[src/rtl/mult_div_pkg.sv]
// Shared constants and FSM encoding for the iterative signed multiply/divide unit.
package mult_div_pkg;

    localparam int unsigned WIDTH      = 32;
    localparam int unsigned ITERATIONS = 32;
    localparam int unsigned CNT_W      = 5;

    typedef enum logic [1:0] {
        StIdle,
        StMult,
        StDiv,
        StDone
    } state_e;

endpackage

[src/rtl/booth_step.sv]
// One radix-2 Booth step on the {hi_acc, lo_acc, q-1} accumulator, followed by an
// arithmetic right shift.
module booth_step
    import mult_div_pkg::*;
(
    input  logic [2*WIDTH:0] acc_in,
    input  logic [WIDTH-1:0] mcand,
    output logic [2*WIDTH:0] acc_out
);

    logic [WIDTH:0] hi_ext;
    logic [WIDTH:0] m_ext;
    logic [WIDTH:0] sum;

    // The add/sub is one bit wider so a multiplicand of 0x80000000 cannot overflow;
    // after the shift the true sign lands back inside the 32-bit high half.
    always_comb begin
        hi_ext = {acc_in[2*WIDTH], acc_in[2*WIDTH:WIDTH+1]};
        m_ext  = {mcand[WIDTH-1], mcand};
        case (acc_in[1:0])
            2'b01:   sum = hi_ext + m_ext;
            2'b10:   sum = hi_ext - m_ext;
            default: sum = hi_ext;
        endcase
        acc_out = {sum, acc_in[WIDTH:1]};
    end

endmodule

[src/rtl/mult_div.sv]
// Iterative signed 32x32 multiply (Booth) and divide (restoring) unit with HI/LO
// result registers; every operation takes 32 iterate cycles.
module mult_div
    import mult_div_pkg::*;
#(
    parameter int unsigned WIDTH = 32
) (
    input  logic             clock,
    input  logic             reset,
    input  logic             mult_op,
    input  logic             div_op,
    input  logic [WIDTH-1:0] a,
    input  logic [WIDTH-1:0] b,
    output logic [WIDTH-1:0] hi,
    output logic [WIDTH-1:0] lo,
    output logic             busy,
    output logic             done,
    output logic             div_zero
);

    state_e           state_q, state_d;
    logic [CNT_W-1:0] cnt_q, cnt_d;
    logic [64:0]      acc_q, acc_d;
    logic [31:0]      mcand_q, mcand_d;
    logic             neg_quo_q, neg_quo_d;
    logic             neg_rem_q, neg_rem_d;
    logic             b_zero_q, b_zero_d;
    logic [31:0]      hi_q, hi_d;
    logic [31:0]      lo_q, lo_d;
    logic             div_zero_q, div_zero_d;

    logic [64:0]      booth_next;

    booth_step u_booth_step (
        .acc_in  (acc_q),
        .mcand   (mcand_q),
        .acc_out (booth_next)
    );

    // Divide uses the same accumulator: remainder in [64:33], quotient in [32:1].
    logic [31:0] abs_a, abs_b;
    logic [31:0] rem_cur, quo_cur;
    logic [32:0] shifted, diff;
    logic [31:0] rem_next, quo_next;
    logic [64:0] div_next;
    logic [31:0] quo_fix, rem_fix;

    always_comb begin
        abs_a   = a[31] ? (~a + 32'd1) : a;
        abs_b   = b[31] ? (~b + 32'd1) : b;
        rem_cur = acc_q[64:33];
        quo_cur = acc_q[32:1];
        shifted = {rem_cur, quo_cur[31]};
        diff    = shifted - {1'b0, mcand_q};
        if (!diff[32]) begin
            rem_next = diff[31:0];
            quo_next = {quo_cur[30:0], 1'b1};
        end else begin
            rem_next = shifted[31:0];
            quo_next = {quo_cur[30:0], 1'b0};
        end
        div_next = {rem_next, quo_next, 1'b0};
        quo_fix  = neg_quo_q ? (~quo_next + 32'd1) : quo_next;
        rem_fix  = neg_rem_q ? (~rem_next + 32'd1) : rem_next;
    end

    always_comb begin
        state_d    = state_q;
        cnt_d      = cnt_q;
        acc_d      = acc_q;
        mcand_d    = mcand_q;
        neg_quo_d  = neg_quo_q;
        neg_rem_d  = neg_rem_q;
        b_zero_d   = b_zero_q;
        hi_d       = hi_q;
        lo_d       = lo_q;
        div_zero_d = 1'b0;

        case (state_q)
            StIdle: begin
                if (mult_op) begin
                    state_d = StMult;
                    cnt_d   = CNT_W'(ITERATIONS - 1);
                    acc_d   = {32'd0, a, 1'b0};
                    mcand_d = b;
                end else if (div_op) begin
                    state_d   = StDiv;
                    cnt_d     = CNT_W'(ITERATIONS - 1);
                    acc_d     = {32'd0, abs_a, 1'b0};
                    mcand_d   = abs_b;
                    neg_quo_d = a[31] ^ b[31];
                    neg_rem_d = a[31];
                    b_zero_d  = (b == 32'd0);
                end
            end
            StMult: begin
                acc_d = booth_next;
                cnt_d = cnt_q - 1'b1;
                if (cnt_q == '0) begin
                    state_d = StDone;
                    cnt_d   = '0;
                    hi_d    = booth_next[64:33];
                    lo_d    = booth_next[32:1];
                end
            end
            StDiv: begin
                if (b_zero_q) begin
                    // Zero divisor: no iterations, results left untouched.
                    state_d    = StDone;
                    cnt_d      = '0;
                    div_zero_d = 1'b1;
                end else begin
                    acc_d = div_next;
                    cnt_d = cnt_q - 1'b1;
                    if (cnt_q == '0) begin
                        state_d = StDone;
                        cnt_d   = '0;
                        hi_d    = rem_fix;
                        lo_d    = quo_fix;
                    end
                end
            end
            StDone: begin
                state_d = StIdle;
            end
            default: begin
                state_d = StIdle;
            end
        endcase
    end

    always_ff @(posedge clock or negedge reset) begin
        if (!reset) begin
            state_q    <= StIdle;
            cnt_q      <= '0;
            acc_q      <= '0;
            mcand_q    <= '0;
            neg_quo_q  <= 1'b0;
            neg_rem_q  <= 1'b0;
            b_zero_q   <= 1'b0;
            hi_q       <= '0;
            lo_q       <= '0;
            div_zero_q <= 1'b0;
        end else begin
            state_q    <= state_d;
            cnt_q      <= cnt_d;
            acc_q      <= acc_d;
            mcand_q    <= mcand_d;
            neg_quo_q  <= neg_quo_d;
            neg_rem_q  <= neg_rem_d;
            b_zero_q   <= b_zero_d;
            hi_q       <= hi_d;
            lo_q       <= lo_d;
            div_zero_q <= div_zero_d;
        end
    end

    assign hi       = hi_q;
    assign lo       = lo_q;
    assign busy     = (state_q == StMult) || (state_q == StDiv);
    assign done     = (state_q == StDone);
    assign div_zero = div_zero_q;

endmodule

[config.mk]
export PLATFORM = sky130hd
export DESIGN_NAME = mult_div
export DESIGN_NICKNAME = d
export VERILOG_FILES = /design/src/rtl/mult_div_pkg.sv /design/src/rtl/booth_step.sv /design/src/rtl/mult_div.sv
export SDC_FILE = /design/constraint.sdc
export NUM_CORES = 1
export LEC_CHECK = 0
export ABC_AREA = 1
export CAP_MARGIN = 20
export CORE_MARGIN = 4
export CORE_UTILIZATION = 35
export CTS_BUF_LIST = sky130_fd_sc_hd__clkbuf_16
export DETAILED_ROUTE_END_ITERATION = 8
export PLACE_DENSITY = 0.58
export SLEW_MARGIN = 20
export SYNTH_ARGS = -nofsm -noshare
export SYNTH_HDL_FRONTEND = slang
export SYNTH_SLANG_ARGS = --single-unit
[constraint.sdc]
create_clock -name clock -period 5.7 [get_ports clock]
set_input_delay 1.14 -clock clock [delete_from_list [all_inputs] [get_ports clock]]
set_output_delay 1.14 -clock clock [all_outputs]
set_load 0.02 [all_outputs]
==> results of run 1 <==
## per-layer routing
| metal | global-route usage | wire length [µm] | part of all wire |
|---|---|---|---|
| met1 | 0.3429 | 30940 | 0.45 |
| met2 | 0.4253 | 32560 | 0.47 |
| met3 | 0.03245 | 3683 | 0.053 |
| met4 | 0.08795 | 2204 | 0.032 |
| met5 | 0 | 0 | 0 |
## registers in the layout (all words and copies together), names as in the netlist
| signal | cells |
|---|---|
| mcand_q | 32 |
| acc_q | 65 |
| lo | 32 |
| neg_rem_q | 1 |
| state_q | 2 |
| b_zero_q | 1 |
| hi | 32 |
| neg_quo_q | 1 |
| cnt_q | 5 |
| div_zero | 1 |
## worst min-delay path: stages (launching register included)
cell	delay, ns
dfrtp_1	0.34
nand2_1	0.05
nand2_1	0.05
## final timing paths
path                            slack [ns]  depth (start not counted)        from           to
worst max register to register        0.81                         28  mcand_q[1]    acc_q[61]
worst min-delay path                  0.48                          2      hi[28]       hi[28]
max in group asynchronous             3.75                          2       reset       lo[24]
min in group asynchronous             0.71                          1       reset  mcand_q[15]
worst max-delay path                  0.81                         28  mcand_q[1]    acc_q[61]
worst min register to register        0.48                          2      hi[28]       hi[28]
## metrics by stage
stage          setup WS, ns  cell area, µm²    util
2_1_floorplan         1.767           17470       -
3_3_place_gp         0.8858           19450  0.3957
4_1_cts              0.9023           20030  0.4074
6_report             0.8064           20030  0.4074
3_5_place_dp         0.9254           19450  0.3957
5_1_grt              0.1895           20030  0.4074
## cell families (layout without fill, tap and decap cells)
logic type / after synthesis / count (layout)
AOI/OAI and AO/OA: 508 / 508
DFF: 172 / 172
xor gates and xnor gates: 96 / 96
buffers and inverters: 499 / 598
and+or+nand+nor: 1541 / 1541
adders and majority gates: 78 / 78
## area by class of cell
cell class,instances,area [µm²]
flip-flops and latches,172,4304
multi-input cells,2223,11250
inverters,405,1520
fillers,5357,29130
clock buffers,17,425.4
well taps,664,830.8
clock inverters,15,150.1
repair buffers,161,1548
## Yosys cell counts, types with 26 or more instances
cell type	instances
xor2_1	75
clkbuf_1	71
o211ai_1	43
ha_1	76
nand3_1	158
nand2_1	926
a21oi_1	136
nor3_1	46
inv_1	399
o21ai_0	222
nor2_1	263
dfrtp_1	172
a22oi_1	26
nand4_1	43
==> results.cfg, run 1 <==
[timing]
final.setup.tns_ns = 0
finalCritPeriodShare = 0.8585
finClkSkew_ns = 0.01627
finalHoldWorstSlack_ns = 0.4758
hold_viol = 0
worst_pin_slew_ns = 1.132
setup_viol = 0
fmax_ghz = 0.2043
slew_headroom = 0.2452
rsz0062_at_grt = no
min_period_ns = 4.894
final_max_slew_viol_count = 0

[route]
viasPerCell = 5.232
dr.first_iter.drc_count = 1641
vias = 19130
dr.pass1.iters = 6
postRouteAntennaNets = 0
totalWireLength_mm = 69.39
wire_per_inst_um = 18.97
drc = 0

[global_route]
antenna_found_initial = 0
grtUsageTotal = 0.2556
grt_start_max_net_pins = 96
grt_pass1_wl_mm = 106.9
grt_pass1_vias = 18350
grt_overflow = 0

[yosys]
synthAdderAreaFrac = 0.05673
synth_mux_area_frac = 0
synth_xor_area_frac = 0.04814
yosys_most_used_dff = dfrtp_1
syn-num-nets = 3040
syn_inst = 2894
synth_top_family_by_area = simple AND/OR/NAND/NOR gates
ys_types = 52
ys_ff_latch = 172
synth.avg_cell_area_um2 = 6.036
synthSimpleGateAreaFrac = 0.3718
async_reset_ff_frac = 1.000
synth_top_area_cell = dfrtp_1
netlist_area_um2 = 17470
synth_edf_count = 0
ys_seq_area_frac = 0.2464
yosys.area.top_type_share = 0.2464
yosys_warnings = 0
synthTopCellsByArea = dfrtp_1 (25%), nand2_1 (20%), inv_1 (8.6%)
synth-compound-area-share = 0.1662

[clock_network]
clock_latency_ns = 0.49
cts.sinks = 172
holdBufCountCts = 0
cts_max_path_buffers = 2
cts_buffers = 17
cts_resized = 0
cts_tree = done
cts_root_buf = clkbuf_16
postCtsSetupRepairBufs = 0
clk_pin_slew_ns = 0.07
h-tree-depth = 4

[finish]
stdcell_count = 3657
area_growth_pct = 14.66
layout_commonest_cell = nand2_1
antennaDiodeCount = 0
drive_gt1_frac = 0.04277
layout.cells.most_common_list = nand2_1 (925), inv_1 (399), nor2_1 (261)
fin_nets = 3126

[die]
core_um2 = 49150
initial_core_util = 0.3554
die_h_um = 231.4
dieArea_um2 = 53540
pin_count = 135
die_w_um = 231.4
rows = 81

[flow_run]
cap_violations = 0

[setup_path]
path_max_fanout = 5
startpoint_type = register
crit_required_ns = 6.07
cp_common_cell = nand2_1
crit_type = reg2reg
crit_slowest_cell = dfrtp_1
path_delay_family = simple AND/OR/NAND/NOR gates
end_kind = register
worst_path_largest_cell_delay_ns = 0.42
worstPathArrival_ns = 5.26
critPathBufInv = 4

[placement]
placed_cells_incl_taps = 3625
gp_congestion = 0.9597
dpl.hpwl_mm = 55.55
io_buffers = 134

[worst_hold_path]
hold_class = reg2reg

[status]
status = completed
Power of run 1 is left out: the tool's default activity adds up to more than one toggle a clock period on the data nets, which glitch-free logic cannot reach.
==> run 2: changes to the inputs <==
CAP_MARGIN = 10   (was 20)
TNS_END_PERCENT = 1   (was unset)
==> results of run 2 <==
Final layout, timing and power as in run 1 (identical DEF).
Power of run 2 is left out for the same reason.
